===== config.mk =====
export PLATFORM = sky130hd
export DESIGN_NAME = ap_ctrl_perf_monitor
export DESIGN_NICKNAME = d
export VERILOG_FILES = /design/src/rtl/ap_ctrl_perf_monitor.sv
export SDC_FILE = /design/constraint.sdc
export NUM_CORES = 2
export LEC_CHECK = 0
export BUFFER_PORTS_ARGS = -buffer_cell sky130_fd_sc_hd__buf_4
export CAP_MARGIN = 20
export CORE_MARGIN = 4
export CORE_UTILIZATION = 48
export DETAILED_ROUTE_END_ITERATION = 8
export PLACE_DENSITY_LB_ADDON = 0.25
export SYNTH_ARGS = -nofsm -noshare
export SYNTH_HDL_FRONTEND = slang
export SYNTH_SLANG_ARGS = --single-unit

===== constraint.sdc =====
create_clock -name clock -period 77 [get_ports clock]
set_input_delay 3.85 -clock clock [delete_from_list [all_inputs] [get_ports clock]]
set_output_delay 3.85 -clock clock [all_outputs]
set_load 0.1 [all_outputs]

===== src/rtl/ap_ctrl_perf_monitor.sv =====
// ap_ctrl_perf_monitor
// Per-channel performance counters for HLS ap_ctrl_hs / ap_ctrl_chain handshakes.
// Every channel tracks outstanding transactions, latency, accept interval, stalls,
// loop iterations and busy time. All counters saturate. Results are read through
// a registered channel/field mux with one cycle of latency.
//
// state | meaning
// IDLE  | no outstanding transaction
// BUSY  | at least one transaction outstanding, no stall this cycle
// HOLD  | outstanding and ap_done held back by ap_continue=0

module ap_ctrl_perf_monitor #(
    parameter int N_CH    = 4,
    parameter int CNT_W   = 32,
    parameter int MAX_OUT = 4,
    localparam int CH_W   = (N_CH > 1) ? $clog2(N_CH) : 1,
    localparam int OW     = $clog2(MAX_OUT + 1)
) (
    input  logic              clock,
    input  logic              reset,
    input  logic              finish,
    input  logic              clear,
    input  logic [N_CH-1:0]   ap_start,
    input  logic [N_CH-1:0]   ap_ready,
    input  logic [N_CH-1:0]   ap_done,
    input  logic [N_CH-1:0]   ap_continue,
    input  logic [N_CH-1:0]   iter_end,
    input  logic [CH_W-1:0]   rd_ch,
    input  logic [2:0]        rd_field,
    output logic [CNT_W-1:0]  rd_data,
    output logic [N_CH-1:0]   active,
    output logic [N_CH-1:0]   overflow
);

    localparam int F_TXN     = 0;
    localparam int F_DONE    = 1;
    localparam int F_LASTLAT = 2;
    localparam int F_MAXLAT  = 3;
    localparam int F_LASTINT = 4;
    localparam int F_STALL   = 5;
    localparam int F_ITER    = 6;
    localparam int F_BUSY    = 7;

    typedef enum logic [1:0] {
        ST_IDLE = 2'd0,
        ST_BUSY = 2'd1,
        ST_HOLD = 2'd2
    } state_t;

    state_t             state_q   [N_CH];
    state_t             state_d   [N_CH];
    logic [OW-1:0]      outst_q   [N_CH];
    logic [OW-1:0]      outst_d   [N_CH];
    logic [CNT_W-1:0]   cnt_q     [N_CH][8];
    logic [CNT_W-1:0]   cnt_d     [N_CH][8];
    logic [CNT_W-1:0]   lat_tmr_q [N_CH];
    logic [CNT_W-1:0]   lat_tmr_d [N_CH];
    logic [CNT_W-1:0]   int_tmr_q [N_CH];
    logic [CNT_W-1:0]   int_tmr_d [N_CH];
    logic [N_CH-1:0]    lat_run_q, lat_run_d;
    logic [N_CH-1:0]    acc_seen_q, acc_seen_d;
    logic [N_CH-1:0]    overflow_q, overflow_d;
    logic               frozen_q, frozen_d;
    logic [CNT_W-1:0]   rd_data_q, rd_data_d;

    logic [N_CH-1:0]    acc, cmp, stl;

    assign acc = ap_start & ap_ready;
    assign cmp = ap_done & ap_continue;
    assign stl = ap_done & ~ap_continue;

    function automatic logic [CNT_W-1:0] sat_inc(input logic [CNT_W-1:0] v);
        return (&v) ? v : v + CNT_W'(1);
    endfunction

    // Next-state for handshake tracking, counters, timers and the read mux
    always_comb begin
        state_d    = state_q;
        outst_d    = outst_q;
        cnt_d      = cnt_q;
        lat_tmr_d  = lat_tmr_q;
        int_tmr_d  = int_tmr_q;
        lat_run_d  = lat_run_q;
        acc_seen_d = acc_seen_q;
        overflow_d = overflow_q;
        frozen_d   = frozen_q;

        if (int'(rd_ch) < N_CH) begin
            rd_data_d = cnt_q[rd_ch][rd_field];
        end else begin
            rd_data_d = '0;
        end

        if (!frozen_q) begin
            frozen_d = finish;
            for (int c = 0; c < N_CH; c++) begin
                // a completion with nothing outstanding is only legal when paired with an accept
                if (acc[c] && cmp[c]) begin
                    outst_d[c] = outst_q[c];
                end else if (acc[c]) begin
                    if (outst_q[c] == OW'(MAX_OUT)) begin
                        overflow_d[c] = 1'b1;
                    end else begin
                        outst_d[c] = outst_q[c] + OW'(1);
                    end
                end else if (cmp[c]) begin
                    if (outst_q[c] == '0) begin
                        overflow_d[c] = 1'b1;
                    end else begin
                        outst_d[c] = outst_q[c] - OW'(1);
                    end
                end

                if (acc[c]) begin
                    cnt_d[c][F_TXN] = sat_inc(cnt_q[c][F_TXN]);
                end
                if (cmp[c] && (acc[c] || outst_q[c] != '0)) begin
                    cnt_d[c][F_DONE] = sat_inc(cnt_q[c][F_DONE]);
                end
                if (stl[c]) begin
                    cnt_d[c][F_STALL] = sat_inc(cnt_q[c][F_STALL]);
                end
                if (iter_end[c]) begin
                    cnt_d[c][F_ITER] = sat_inc(cnt_q[c][F_ITER]);
                end
                if (state_q[c] != ST_IDLE) begin
                    cnt_d[c][F_BUSY] = sat_inc(cnt_q[c][F_BUSY]);
                end

                // latency is only tracked for a transaction that starts from idle
                if (lat_run_q[c]) begin
                    lat_tmr_d[c] = sat_inc(lat_tmr_q[c]);
                end
                if (acc[c] && outst_q[c] == '0) begin
                    if (cmp[c]) begin
                        cnt_d[c][F_LASTLAT] = '0;
                    end else begin
                        lat_run_d[c] = 1'b1;
                        lat_tmr_d[c] = '0;
                    end
                end else if (cmp[c] && lat_run_q[c]) begin
                    cnt_d[c][F_LASTLAT] = sat_inc(lat_tmr_q[c]);
                    if (cnt_d[c][F_LASTLAT] > cnt_q[c][F_MAXLAT]) begin
                        cnt_d[c][F_MAXLAT] = cnt_d[c][F_LASTLAT];
                    end
                    lat_run_d[c] = 1'b0;
                end

                if (acc_seen_q[c]) begin
                    int_tmr_d[c] = sat_inc(int_tmr_q[c]);
                end
                if (acc[c]) begin
                    if (acc_seen_q[c]) begin
                        cnt_d[c][F_LASTINT] = sat_inc(int_tmr_q[c]);
                    end
                    int_tmr_d[c]  = '0;
                    acc_seen_d[c] = 1'b1;
                end

                if ((&cnt_d[c][F_TXN]) || (&cnt_d[c][F_DONE]) || (&cnt_d[c][F_STALL]) ||
                    (&cnt_d[c][F_ITER]) || (&cnt_d[c][F_BUSY])) begin
                    overflow_d[c] = 1'b1;
                end

                if (outst_d[c] == '0) begin
                    state_d[c] = ST_IDLE;
                end else if (stl[c]) begin
                    state_d[c] = ST_HOLD;
                end else begin
                    state_d[c] = ST_BUSY;
                end
            end
        end

        if (clear) begin
            for (int c = 0; c < N_CH; c++) begin
                state_d[c]   = ST_IDLE;
                outst_d[c]   = '0;
                lat_tmr_d[c] = '0;
                int_tmr_d[c] = '0;
                for (int f = 0; f < 8; f++) begin
                    cnt_d[c][f] = '0;
                end
            end
            lat_run_d  = '0;
            acc_seen_d = '0;
            overflow_d = '0;
            frozen_d   = 1'b0;
            rd_data_d  = '0;
        end
    end

    // State registers with asynchronous reset
    always_ff @(posedge clock or posedge reset) begin
        if (reset) begin
            for (int c = 0; c < N_CH; c++) begin
                state_q[c]   <= ST_IDLE;
                outst_q[c]   <= '0;
                lat_tmr_q[c] <= '0;
                int_tmr_q[c] <= '0;
                for (int f = 0; f < 8; f++) begin
                    cnt_q[c][f] <= '0;
                end
            end
            lat_run_q  <= '0;
            acc_seen_q <= '0;
            overflow_q <= '0;
            frozen_q   <= 1'b0;
            rd_data_q  <= '0;
        end else begin
            state_q    <= state_d;
            outst_q    <= outst_d;
            cnt_q      <= cnt_d;
            lat_tmr_q  <= lat_tmr_d;
            int_tmr_q  <= int_tmr_d;
            lat_run_q  <= lat_run_d;
            acc_seen_q <= acc_seen_d;
            overflow_q <= overflow_d;
            frozen_q   <= frozen_d;
            rd_data_q  <= rd_data_d;
        end
    end

    // Output decode from registered state
    always_comb begin
        for (int c = 0; c < N_CH; c++) begin
            active[c] = (state_q[c] != ST_IDLE);
        end
    end

    assign overflow = overflow_q;
    assign rd_data  = rd_data_q;

endmodule


Word-level counts from Yosys, hierarchy flattened
Index checks and enable logic that the tools add are counted.
W data, S select, Z words.
{ "totals": {"register_bits": 1345, "latch_bits": 0, "ramBits": 0, "mem_bits_ro": 0, "in_bits": 29, "memories": 0} }
{ "classes": {"n_addsub": 36, "multipliers": 0, "div": 0, "order_cmp": 6, "eq_ne": 25, "shift": 0, "mux": 209, "n_bitwise": 6, "reduce_logical": 160} }
{ "ops": {"columns": ["cell", "n"], "rows": [
  ["$mux W32", 111],
  ["$mux W1024", 2],
  ["$reduce_and A32 Y1", 48],
  ["$add A32 B1 Y32 const B", 28],
  ["$bmux W256 S2", 1],
  ["$mux W128", 4],
  ["$mux W256", 2],
  ["$mux W64", 4],
  ["$gt A32 B32 Y1", 4],
  ["$bmux W32 S3", 1],
  ["$mux W3", 24],
  ["$mux W1", 42],
  ["$reduce_bool A2 Y1", 20],
  ["$reduce_and A3 Y1", 12],
  ["$reduce_bool A3 Y1", 12],
  ["$reduce_bool A4 Y1", 8],
  ["$logic_not A3 Y1", 8],
  ["$mux W12", 2],
  ["$mux W4", 6],
  ["$ne A3 B3 Y1 const B", 8],
  ["$logic_or A1 B1 Y1", 20],
  ["$reduce_and A5 Y1", 4],
  ["$logic_and A1 B1 Y1", 16],
  ["$mux W2", 8],
  ["other kinds (15)", 47]
]} }

Logic depth before layout (Yosys ltp)
{ "depth": {"word_depth": 13, "mapped_depth": 24} }

Least setup slack after synthesis
Ideal clock, no wire load.
{ "synth_path": {"path_type": "input port to flip-flop", "from": "input port ap_continue[3]", "to": "register overflow_q[3], in the netlist overflow[3]", "setup_time_ns": 0.094, "arrival_ns": 6.243, "setup_slack_ns": 70.663, "path_stages": 10, "path_buffers": 1, "cell_sequence": "and2_1 > clkbuf_1 > o21ai_1 > a21oi_1 > o2111ai_1 > o21ai_0 > o211ai_1 > or4_1 > or4_1 > a221oi_2"} }
{ "synth_between": {"elab_chain_len": 12} }
{ "synth_rtl": {"columns": ["element", "line", "rtl"], "rows": [
  ["start, declared", "26", "input logic [N_CH-1:0] ap_continue,"],
  ["parallel branches: the longest is 12 deep, another holds $mux W32", null, null],
  ["end signal, assigned", "218", "overflow_q <= overflow_d;"],
  ["end, declared", "62", "logic [N_CH-1:0] overflow_q, overflow_d;"]
]} }
Parallel ways; which one is timed is not known. The select of a mux whose other input is x is not followed.
A chain may end at the register's enable or synchronous reset.

Final worst setup path
{ "layout_path": {"from": "input port rd_ch[1]", "to": "register rd_data_q[28], in the netlist rd_data[28]"} }
{ "layout_between": {"elab_chain_len": 8} }
{ "layout_rtl": {"columns": ["element", "line", "rtl"], "rows": [
  ["start, declared", "28", "input logic [CH_W-1:0] rd_ch,"],
  ["$not A2 Y3 (not written as such)", "89", "rd_data_d = cnt_q[rd_ch][rd_field];"],
  ["$bmux W256 S2", "89", null],
  ["$mux W256 (not written as such) (2 in series)", "89", null],
  ["$bmux W32 S3", "89", null],
  ["$mux W32 (not written as such) (2 in series)", "89", null],
  ["$mux W32", "175", "if (clear) begin"],
  ["named net rd_data_d[28]", "64", "logic [CNT_W-1:0] rd_data_q, rd_data_d;"],
  ["end signal, assigned", "220", "rd_data_q <= rd_data_d;"],
  ["end, declared", "64", null]
]} }
The timed path passes the listed nets, and every way through them passes these cells. The select of a mux whose other input is x is not followed.

==> impl_metrics.py <==
metrics = {
    "routing": {
        "drtIter0Drc": 8723,
        "route.detailed.drc": 0,
        "routed_wl_um": 310000,
        "num_vias": 74200,
        "viasPerCell": 6.39,
        "drt_pass1_iterations": 6,
        "antenna_left": 0,
        "wl_per_cell_um": 26.7,
    },
    "worst_hold_path": {
        "hp-class": "reg2reg",
        "min_to": "cnt_q[111]$_DFFE_PP0P_",
        "hold_depth": 2,
        "min_from": "cnt_q[111]$_DFFE_PP0P_",
    },
    "worst_setup_path": {
        "worstReg2RegStart": "lat_tmr_q[96]$_DFFE_PP0P_",
        "reg2reg_to": "cnt_q[911]$_DFFE_PP0P_",
        "max_stage_delay_ps": 880,
        "critical_path_arrival_ps": 8150,
        "cp_cell_sequence": "buf_8, buf_4, buf_4, buf_4, mux4_2, mux4_2, mux2i_1, nor2_1",
        "path_delay_family": "buffers and inverters",
        "crit_path_max_fanout": 73,
        "cp_common_cell": "buf_4",
        "critical_path_class": "in2reg",
        "cp-start-kind": "input port",
        "r2r_cells": 23,
        "path_buf_inv": 4,
        "cp_slowest_cell": "buf_4",
        "r2r_setup_slack_ps": 70330,
        "endpoint_kind": "register",
        "required_ps": 77670,
    },
    "global_route": {
        "antenna_found_initial": 25,
        "grt_max_degree": 183,
        "grt_pass1_vias": 69100,
        "grt_usage": 0.335,
        "grt-ovfl-total": 0,
        "grt_first_pass_wirelength_um": 459000,
    },
    "synthesis": {
        "synth.area.top_cells": "dfrtp_1 40%, mux4_2 8.5%, nor2_1 5.2%, xor2_1 4.9%, nand2_1 4.6%",
        "synth_top_area_cell": "dfrtp_1",
        "syn_area_sq_um": 84500,
        "synth_flop_cell": "dfrtp_1",
        "synth_edf_count": 0,
        "synth-seq-area-share": 0.398,
        "ys_ff_latch": 1345,
        "synth.net_count": 9572,
        "synthCells": 9375,
        "yosys_warnings": 0,
        "avgSynthCellArea_sq_um": 9.01,
        "ys_types": 102,
        "async_flop_share": 1.00,
        "synth_top_area_frac": 0.398,
    },
    "placement": {
        "pre_cts_ws_ps": 68860,
        "dp_cells": 11300,
        "gp_congestion": 1.07,
        "place_area_sq_um": 86700,
        "io_buffers": 68,
        "dp_hpwl_um": 233000,
    },
    "clocking": {
        "ctsHoldBuffers": 0,
        "cts_inserted_buffers": 155,
        "h-tree-depth": 4,
        "clk_latency_ps": 830,
        "root_buffer": "clkbuf_16",
        "cts_resized": 0,
        "clk_pin_slew_ps": 60,
        "cts_setup_buffers": 0,
        "cts.sinks": 1345,
        "clock_path_buffers": 3,
        "cts_tree": "done",
    },
    "sta": {
        "hold_viol": 0,
        "slew_violations": 0,
        "finalCritPeriodShare": 0.0971,
        "maxSlewHeadroom": 0.180,
        "finalSetupTns_ps": 0,
        "rsz0062_at_grt": "no",
        "finalClockSkew_ps": 36.2,
        "setup_slack_ps": 69520,
        "setup-violations-final": 0,
        "period_minus_slack_ps": 7480,
        "fmax_mhz": 134,
        "worstMarginPinSlew_ps": 1230,
    },
    "final_layout": {
        "nNetsFinal": 9325,
        "final_cell_mix": "1,344 x dfrtp_1, 1,160 x nor2_1, 1,028 x nand2_1",
        "area_growth_pct": 9.58,
        "layout.cells.non_filler": 11600,
        "fin_area_sq_um": 92600,
        "drive_above_1_share": 0.0922,
        "layout_commonest_cell": "dfrtp_1",
    },
    "pwr": {
        "power.internal_mw": 1.23,
        "leakagePower_nw": 37.1,
        "vdd_drop_max_mv": 0.0197,
        "powerDensity_nw_per_um2": 17.8,
        "switching_share": 0.255,
        "combPwrFrac": 0.063,
        "p_seq_frac": 0.436,
        "p_switching_uw": 419,
        "clockPowerShare": 0.500,
        "power_mw": 1.64,
    },
    "job": {
        "drv_cap": 0,
    },
    "floorplan": {
        "die_y_um": 428,
        "pin_count": 69,
        "initial_utilization": 0.484,
        "die-area_sq_um": 183000,
        "fp.dieW_um": 428,
        "core_sq_um": 174000,
        "num_rows": 153,
    },
    "status": {
        "status": "complete, no violations",
    },
}
-- worst reg2reg max path: cells and delay by family (launching register included) --
kind / cells / cell delay [ps]
AO/OA/AOI/OAI: 10 / 2410
XOR/XNOR: 1 / 460
AND/OR/NAND/NOR: 8 / 2320
adder cells (fa/ha/maj): 2 / 440
flip-flops: 1 / 410
buffers and inverters: 2 / 560
-- worst max path at each step --
stage | startpoint | end | slack [ps] | cells past startpoint
global route | rd_ch[1] | rd_data[28]$_DFF_PP0_ | 69520 | 8
CTS | rd_ch[1] | rd_data[28]$_DFF_PP0_ | 69740 | 8
floorplan | reset | acc_seen_q[0]$_DFFE_PP0P_ | 35230 | 1
global placement | rd_ch[1] | rd_data[28]$_DFF_PP0_ | 68970 | 8
detailed placement | rd_ch[1] | rd_data[28]$_DFF_PP0_ | 68860 | 8
finish | rd_ch[1] | rd_data[28]$_DFF_PP0_ | 69520 | 8
-- state kept, by name, summed over array words and instances, names as in the netlist --
signal,cells
rd_data,32
int_tmr_q,128
acc_seen_q,4
cnt_q,1024
lat_run_q,4
frozen_q,1
overflow,4
state_q,8
outst_q,12
lat_tmr_q,128
-- area by class of cell --
cell class	instances	area, sq um
multi-input cells	7120	47500
flip-flops and latches	1345	33700
inverters	320	1210
fillers	15800	81800
clock inverters	71	1140
repair buffers	186	1590
clock buffers	218	4540
well taps	2325	2910
diodes	24	60.1
-- power by group through the flow --
stage,Combinational [mW],Sequential [mW],Clock (mW)
floorplan,0.0680,0.729,0
global placement,0.101,0.730,0
detailed placement,0.103,0.731,0
CTS,0.103,0.718,0.832
global route,0.112,0.718,0.862
finish,0.104,0.718,0.823
-- per-layer routing --
layer	global-route usage	part of all wire	up-vias	routed length (um)
li1	-	-	32900	-
met1	0.434	0.38	36700	119000
met2	0.499	0.44	3721	135000
met3	0.0736	0.093	898	28700
met4	0.241	0.090	4	27800
met5	0	0.000087	-	27
-- stage by stage --
stage,hold slack [ps],utilization
after global routing,504,0.530
after global placement,462,0.497
after CTS,483,0.529
after floorplan,444,-
final,479,0.531
after detailed placement,470,0.497
-- Yosys cell counts, types with 18 or more instances --
cell,count
clkbuf_1,511
o21a_1,18
or2_2,20
xnor2_1,412
a21oi_1,302
mux2i_1,106
nand3_1,479
or3_1,125
o211ai_1,30
and4_1,65
nand2b_1,37
a31oi_1,71
a211oi_1,58
nor3_1,188
nor2b_1,39
o31ai_1,79
inv_1,320
dfrtp_1,1345
o22ai_1,24
nor2_1,1166
nand2_1,1028
a21o_1,55
xor2_1,474
o21ai_0,748
and2_1,68
nor3b_1,31
and3_1,168
buf_1,47
ha_1,168
nand3b_1,42
a22o_1,75
nor4_1,110
o2bb2ai_1,33
a32oi_1,21
nand4b_1,18
or4_1,39
nand4_1,294
mux4_2,319
buf_2,29
-- logic make-up after synthesis --
group	synth area share
xor+xnor	0.0919
flops	0.398
simple gates	0.228
buf+inv	0.0410
fa+ha+maj	0.0249
compound gates	0.118
mux	0.0982
No activity file was read; power rests on OpenSTA's default activity.
